## config.mk

```make
export PLATFORM = sky130hd
export DESIGN_NAME = sw_debounce
export DESIGN_NICKNAME = d
export VERILOG_FILES = /design/src/rtl/sw_debounce_pkg.sv /design/src/rtl/sw_debounce_bit.sv /design/src/rtl/sw_debounce.sv
export SDC_FILE = /design/constraint.sdc
export NUM_CORES = 1
export LEC_CHECK = 0
export CORE_MARGIN = 5
export CORE_UTILIZATION = 51
export CTS_CLUSTER_SIZE = 16
export DETAILED_ROUTE_END_ITERATION = 7
export PLACE_DENSITY = 0.7
export SETUP_SLACK_MARGIN = 0.02
export SLEW_MARGIN = 20
export SYNTH_ARGS = -nofsm -noshare
export SYNTH_HDL_FRONTEND = slang
export SYNTH_SLANG_ARGS = --single-unit
```

## constraint.sdc

```tcl
create_clock -name i_clk -period 1.8 [get_ports i_clk]
set_input_delay 0.36 -clock i_clk [delete_from_list [all_inputs] [get_ports i_clk]]
set_output_delay 0.36 -clock i_clk [all_outputs]
set_load 0.01 [all_outputs]
```

## src/rtl/sw_debounce_pkg.sv

```systemverilog
// Shared constants and helpers for the switch debouncer.
package sw_debounce_pkg;

  localparam int DEF_DEBOUNCE_CYCLES = 1000;
  localparam int DEF_REPEAT_DELAY    = 50000000;
  localparam int DEF_REPEAT_PERIOD   = 10000000;

  // Raw switches are active-low, so an idle switch reads 1.
  localparam logic RELEASED_LVL = 1'b1;
  localparam logic PRESSED_LVL  = ~RELEASED_LVL;

  function automatic int cnt_width(input int n);
    return $clog2(n) + 1;
  endfunction

endpackage

```

## src/rtl/sw_debounce_bit.sv

```systemverilog
// One switch: 2-FF synchroniser, debounce counter, stable level and press/release pulses.
// Optional auto-repeat of the press pulse when SW_DEBOUNCE_REPEAT_EN is defined.
module sw_debounce_bit
  import sw_debounce_pkg::*;
#(
  parameter int P_DEBOUNCE_CYCLES = DEF_DEBOUNCE_CYCLES,
  parameter int P_REPEAT_DELAY    = DEF_REPEAT_DELAY,
  parameter int P_REPEAT_PERIOD   = DEF_REPEAT_PERIOD
) (
  input  logic clk,
  input  logic rst,
  input  logic sw_n,
  output logic level,
  output logic press_pulse,
  output logic release_pulse
);

  localparam int CNT_W = cnt_width(P_DEBOUNCE_CYCLES);
  localparam logic [CNT_W-1:0] CNT_LAST = CNT_W'(P_DEBOUNCE_CYCLES - 1);

  if (P_DEBOUNCE_CYCLES < 1 || P_REPEAT_DELAY < 1 || P_REPEAT_PERIOD < 1) begin : g_param_chk
    $error("sw_debounce_bit: cycle parameters must be >= 1");
  end

  logic             sync_p0;
  logic             sync_p1;
  logic             stable;
  logic [CNT_W-1:0] cnt;
  logic             accept;
  logic             accept_press;
  logic             accept_release;
  logic             rpt_fire;

  assign accept         = (sync_p1 != stable) && (cnt == CNT_LAST);
  assign accept_press   = accept && (sync_p1 == PRESSED_LVL);
  assign accept_release = accept && (sync_p1 == RELEASED_LVL);
  assign level          = (stable == PRESSED_LVL);

  // Synchroniser stage, then debounce compare against the accepted level
  always_ff @(posedge clk) begin
    if (rst) begin
      sync_p0       <= RELEASED_LVL;
      sync_p1       <= RELEASED_LVL;
      stable        <= RELEASED_LVL;
      cnt           <= '0;
      press_pulse   <= 1'b0;
      release_pulse <= 1'b0;
    end else begin
      sync_p0       <= sw_n;
      sync_p1       <= sync_p0;
      press_pulse   <= accept_press | rpt_fire;
      release_pulse <= accept_release;
      if (sync_p1 == stable) begin
        cnt <= '0;
      end else if (accept) begin
        stable <= sync_p1;
        cnt    <= '0;
      end else begin
        cnt <= cnt + 1'b1;
      end
    end
  end

`ifdef SW_DEBOUNCE_REPEAT_EN
  logic [31:0] rpt_cnt;
  logic        rpt_first;
  logic [31:0] rpt_last;

  // First repeat waits the long delay, later ones the shorter period.
  assign rpt_last = rpt_first ? 32'(P_REPEAT_DELAY - 1) : 32'(P_REPEAT_PERIOD - 1);
  assign rpt_fire = (stable == PRESSED_LVL) && !accept && (rpt_cnt == rpt_last);

  always_ff @(posedge clk) begin
    if (rst || stable == RELEASED_LVL || accept) begin
      rpt_cnt   <= '0;
      rpt_first <= 1'b1;
    end else if (rpt_fire) begin
      rpt_cnt   <= '0;
      rpt_first <= 1'b0;
    end else begin
      rpt_cnt <= rpt_cnt + 32'd1;
    end
  end
`else
  assign rpt_fire = 1'b0;
`endif

endmodule

```

## src/rtl/sw_debounce.sv

```systemverilog
// Debounces an active-low switch bus into clean level plus press/release pulses.
// Define SW_DEBOUNCE_REPEAT_EN to enable press auto-repeat while a switch is held.
module sw_debounce
  import sw_debounce_pkg::*;
#(
  parameter int P_WIDTH           = 4,
  parameter int P_DEBOUNCE_CYCLES = DEF_DEBOUNCE_CYCLES,
  parameter int P_REPEAT_DELAY    = DEF_REPEAT_DELAY,
  parameter int P_REPEAT_PERIOD   = DEF_REPEAT_PERIOD
) (
  input  logic               i_clk,
  input  logic               i_rst,
  input  logic [P_WIDTH-1:0] i_sw_n,
  output logic [P_WIDTH-1:0] o_sw_level,
  output logic [P_WIDTH-1:0] o_sw_press,
  output logic [P_WIDTH-1:0] o_sw_release
);

  for (genvar i = 0; i < P_WIDTH; i++) begin : g_bit
    sw_debounce_bit #(
      .P_DEBOUNCE_CYCLES(P_DEBOUNCE_CYCLES),
      .P_REPEAT_DELAY   (P_REPEAT_DELAY),
      .P_REPEAT_PERIOD  (P_REPEAT_PERIOD)
    ) u_bit (
      .clk          (i_clk),
      .rst          (i_rst),
      .sw_n         (i_sw_n[i]),
      .level        (o_sw_level[i]),
      .press_pulse  (o_sw_press[i]),
      .release_pulse(o_sw_release[i])
    );
  end

endmodule

```

==> flow_metrics.py <==
metrics = {
    "floorplan": {
        "ioPinCount": 18,
        "core_area_um2": 5410,
        "die_width_um": 84.0,
        "start_util_pct": 51.7,
        "floorplan.rows": 27,
        "fp.dieArea_um2": 7060,
        "die_height_um": 84.0,
    },
    "grt": {
        "grt_pass1_wl_um": 8570,
        "number_of_antenna_violations_at_the_first_check_in_global_routing": 0,
        "grt_overflow_total": 0,
        "globalRouteTotalUtil_pct": 14.8,
        "vias_in_the_first_global_route": 1944,
        "grt_max_degree": 13,
    },
    "route": {
        "drcViolationCount": 0,
        "drt_first_iter_violations": 51,
        "drt-total-wl_um": 4790,
        "ant_nets": 0,
        "wl_per_instance_um": 12.9,
        "detailedRoute.firstPassIterationCount": 4,
        "routed_via_density": 5.65,
        "detailroute.via_count": 2109,
    },
    "critical_path": {
        "cp_cell_sequence": "inv_1 > clkdlybuf4s50_1",
        "cp_arrival_ns": 1.32,
        "critical-path-slowest-cell": "sky130_fd_sc_hd__clkdlybuf4s50_1",
        "worst-endpoint-required_ns": 1.44,
        "worstSetupEndpointType": "output port",
        "criticalPathCategory": "register to output port",
        "crit_path_max_fanout": 4,
        "critical_path.max_stage_delay_ns": 0.55,
        "start_kind": "register",
    },
    "final_layout": {
        "flow.area_growth_from_synthesis_pct": 13.4,
        "layout-drive-gt1-share_pct": 16.3,
        "multi_input_area_um2": 1340,
        "instances_no_fill": 373,
        "fillCellCount": 479,
        "register_area_um2": 1280,
        "final_net_count": 306,
        "antennaDiodeCount": 0,
        "final_util_pct": 58.6,
    },
    "timing": {
        "hold_ws_ns": 0.403,
        "timing_max_transition_violations_final": 0,
        "fin_tns_setup_ns": 0,
        "fmax_mhz": 594,
        "layout_worst_path_cycle_share_pct": 93.5,
        "rsz0062_at_grt": "false",
        "worst_pin_slew_ns": 0.417,
        "slew_headroom_pct": 72.1,
        "fin_skew_ns": 0.00774,
        "timing.final.setup_violations": 0,
        "period_minus_slack_ns": 1.68,
        "report.final.hold_viol_count": 0,
    },
    "synth": {
        "synth.area.top_cells": "sky130_fd_sc_hd__dfxtp_1 (46%), sky130_fd_sc_hd__a211oi_1 (5.4%), sky130_fd_sc_hd__o31ai_1 (3.8%), sky130_fd_sc_hd__or3_1 (3.6%), sky130_fd_sc_hd__buf_4 (3.5%)",
        "yosysWarningCount": 0,
        "synth-async-reset-ratio_pct": 0,
        "synth_top_area_cell": "sky130_fd_sc_hd__dfxtp_1",
        "mapped_cell_area_um2": 2800,
        "synth_top_flop_cell": "sky130_fd_sc_hd__dfxtp_1",
        "ys_types": 37,
        "nets_in_the_synthesized_netlist": 293,
        "ys_ff_latch": 64,
        "synth.yosys.seq_area_share_pct": 45.8,
        "yosysMostFrequentCell": "sky130_fd_sc_hd__dfxtp_1",
        "synth_commonest_cells": "sky130_fd_sc_hd__dfxtp_1 (64), sky130_fd_sc_hd__a211oi_1 (20), sky130_fd_sc_hd__nand2_1 (16), sky130_fd_sc_hd__nor3_1 (16), sky130_fd_sc_hd__or3_1 (16)",
        "synthDominantCellAreaShare_pct": 45.8,
        "syn_inst": 283,
        "number_of_enable_type_register_cells_in_the_synthesized_netlist": 0,
        "synth.avg_cell_area_um2": 9.88,
    },
    "outcome": {
        "run_status": "completed",
    },
    "cts": {
        "cts_tree": "built",
        "clk_transition_reported_paths_ns": 0.07,
        "numCtsBuffers": 9,
        "cts_hold_repair.buffers": 0,
        "clock_path_buffers": 2,
        "cts_sinks": 64,
        "ctsRootBufferMaster": "sky130_fd_sc_hd__clkbuf_8",
        "cts-htree-levels": 3,
        "post_cts.resized_instances": 0,
        "cts.repair_timing.setup_buffer_count": 0,
        "worst_skew_pair.late_latency_ns": 0.33,
    },
    "power": {
        "power-per-cell-area_nw_per_um2": 827,
        "max-vdd-ir-drop_mv": 0.444,
        "p_leak_nw": 1.05,
    },
    "placement": {
        "dp_hpwl_um": 3370,
        "place_inst": 357,
        "final_weighted_congestion_of_routability_driven_global_placement": 0.799,
        "portBuffers": 17,
    },
    "worst_hold_path": {
        "hp-class": "register to register",
    },
    "job": {
        "timing.max_cap.violations": 0,
    },
}
## critical path: cells and delay by family, from the launching register on
family   cells  cell delay (ns)
flops        1             0.32
buf+inv      2             0.66
## state kept, by name, indices dropped and copies added (netlist names)
signal and count:
g_bit.u_bit.sync_p1 4, g_bit.u_bit.sync_p0 4, g_bit.u_bit.press_pulse 4, g_bit.u_bit.release_pulse 4, g_bit.u_bit.stable 4, g_bit.u_bit.cnt 44
## metrics by stage
step                area, µm²  setup slack, ns  power [W]
floorplan                2800            0.237    0.00149
global placement         2980            0.116    0.00151
detailed placement       2980           0.0527    0.00151
CTS                      3160           0.0863    0.00266
global route             3170           0.0321    0.00273
finish                   3170            0.118    0.00262
## logic make-up after synthesis
| group | share of synthesized area, % |
|---|---|
| AOI/OAI and AO/OA | 14.1 |
| xor gates and xnor gates | 5.01 |
| adders and majority gates | 1.79 |
| buffers and inverters | 6.58 |
| DFF | 45.8 |
| and+or+nand+nor | 26.7 |
## cell type report
type | count | area share [%]
Multi-Input combinational cell | 184 | 42.2
Sequential cell | 64 | 40.4
Timing Repair Buffer | 26 | 7.50
Clock buffer | 12 | 4.26
Tap cell | 72 | 2.84
Clock inverter | 4 | 1.42
Inverter | 11 | 1.30
## layer usage
| metal | global-route usage [%] | share of wire [%] | vias up |
|---|---|---|---|
| li1 | - | - | 1075 |
| met1 | 18.9 | 49 | 990 |
| met2 | 22.6 | 44 | 36 |
| met3 | 4.15 | 4.5 | 8 |
| met4 | 7.89 | 2.3 | 0 |
| met5 | 0 | 0 | - |
## cells in the final DEF, fill, tap and decap left out, types with 5 or more instances in the layout
cell	instances
sky130_fd_sc_hd__nor3_1	16
sky130_fd_sc_hd__and4_1	5
sky130_fd_sc_hd__o21ai_0	12
sky130_fd_sc_hd__xnor2_1	5
sky130_fd_sc_hd__nand2_1	16
sky130_fd_sc_hd__or3_1	16
sky130_fd_sc_hd__clkdlybuf4s50_1	17
sky130_fd_sc_hd__a211oi_1	20
sky130_fd_sc_hd__nand3_1	10
sky130_fd_sc_hd__xor2_1	11
sky130_fd_sc_hd__or4_1	12
sky130_fd_sc_hd__clkbuf_8	9
sky130_fd_sc_hd__or2_2	9
sky130_fd_sc_hd__dfxtp_1	64
sky130_fd_sc_hd__buf_4	9
sky130_fd_sc_hd__inv_1	11
sky130_fd_sc_hd__o31ai_1	14
## report_power, final
part           internal, W  leakage (nW)  switching, W
combinational    0.0000219         0.438     0.0000219
sequential         0.00143         0.518    0.00000732
clock             0.000634        0.0941      0.000510
## worst paths after layout
| path | from | end | slack, ns | cells after the start |
|---|---|---|---|---|
| worst min register to register | g_bit[3].u_bit.sync_p0 | g_bit[3].u_bit.sync_p1 | 0.40 | 1 |
| worst min-delay path | g_bit[3].u_bit.sync_p0 | g_bit[3].u_bit.sync_p1 | 0.40 | 1 |
| worst max-delay path | g_bit[3].u_bit.stable | o_sw_level[3] | 0.12 | 2 |
| worst max register to register | g_bit[0].u_bit.cnt[0] | g_bit[0].u_bit.cnt[10] | 0.15 | 4 |
Note: power is estimated with default switching activity, not from simulation.
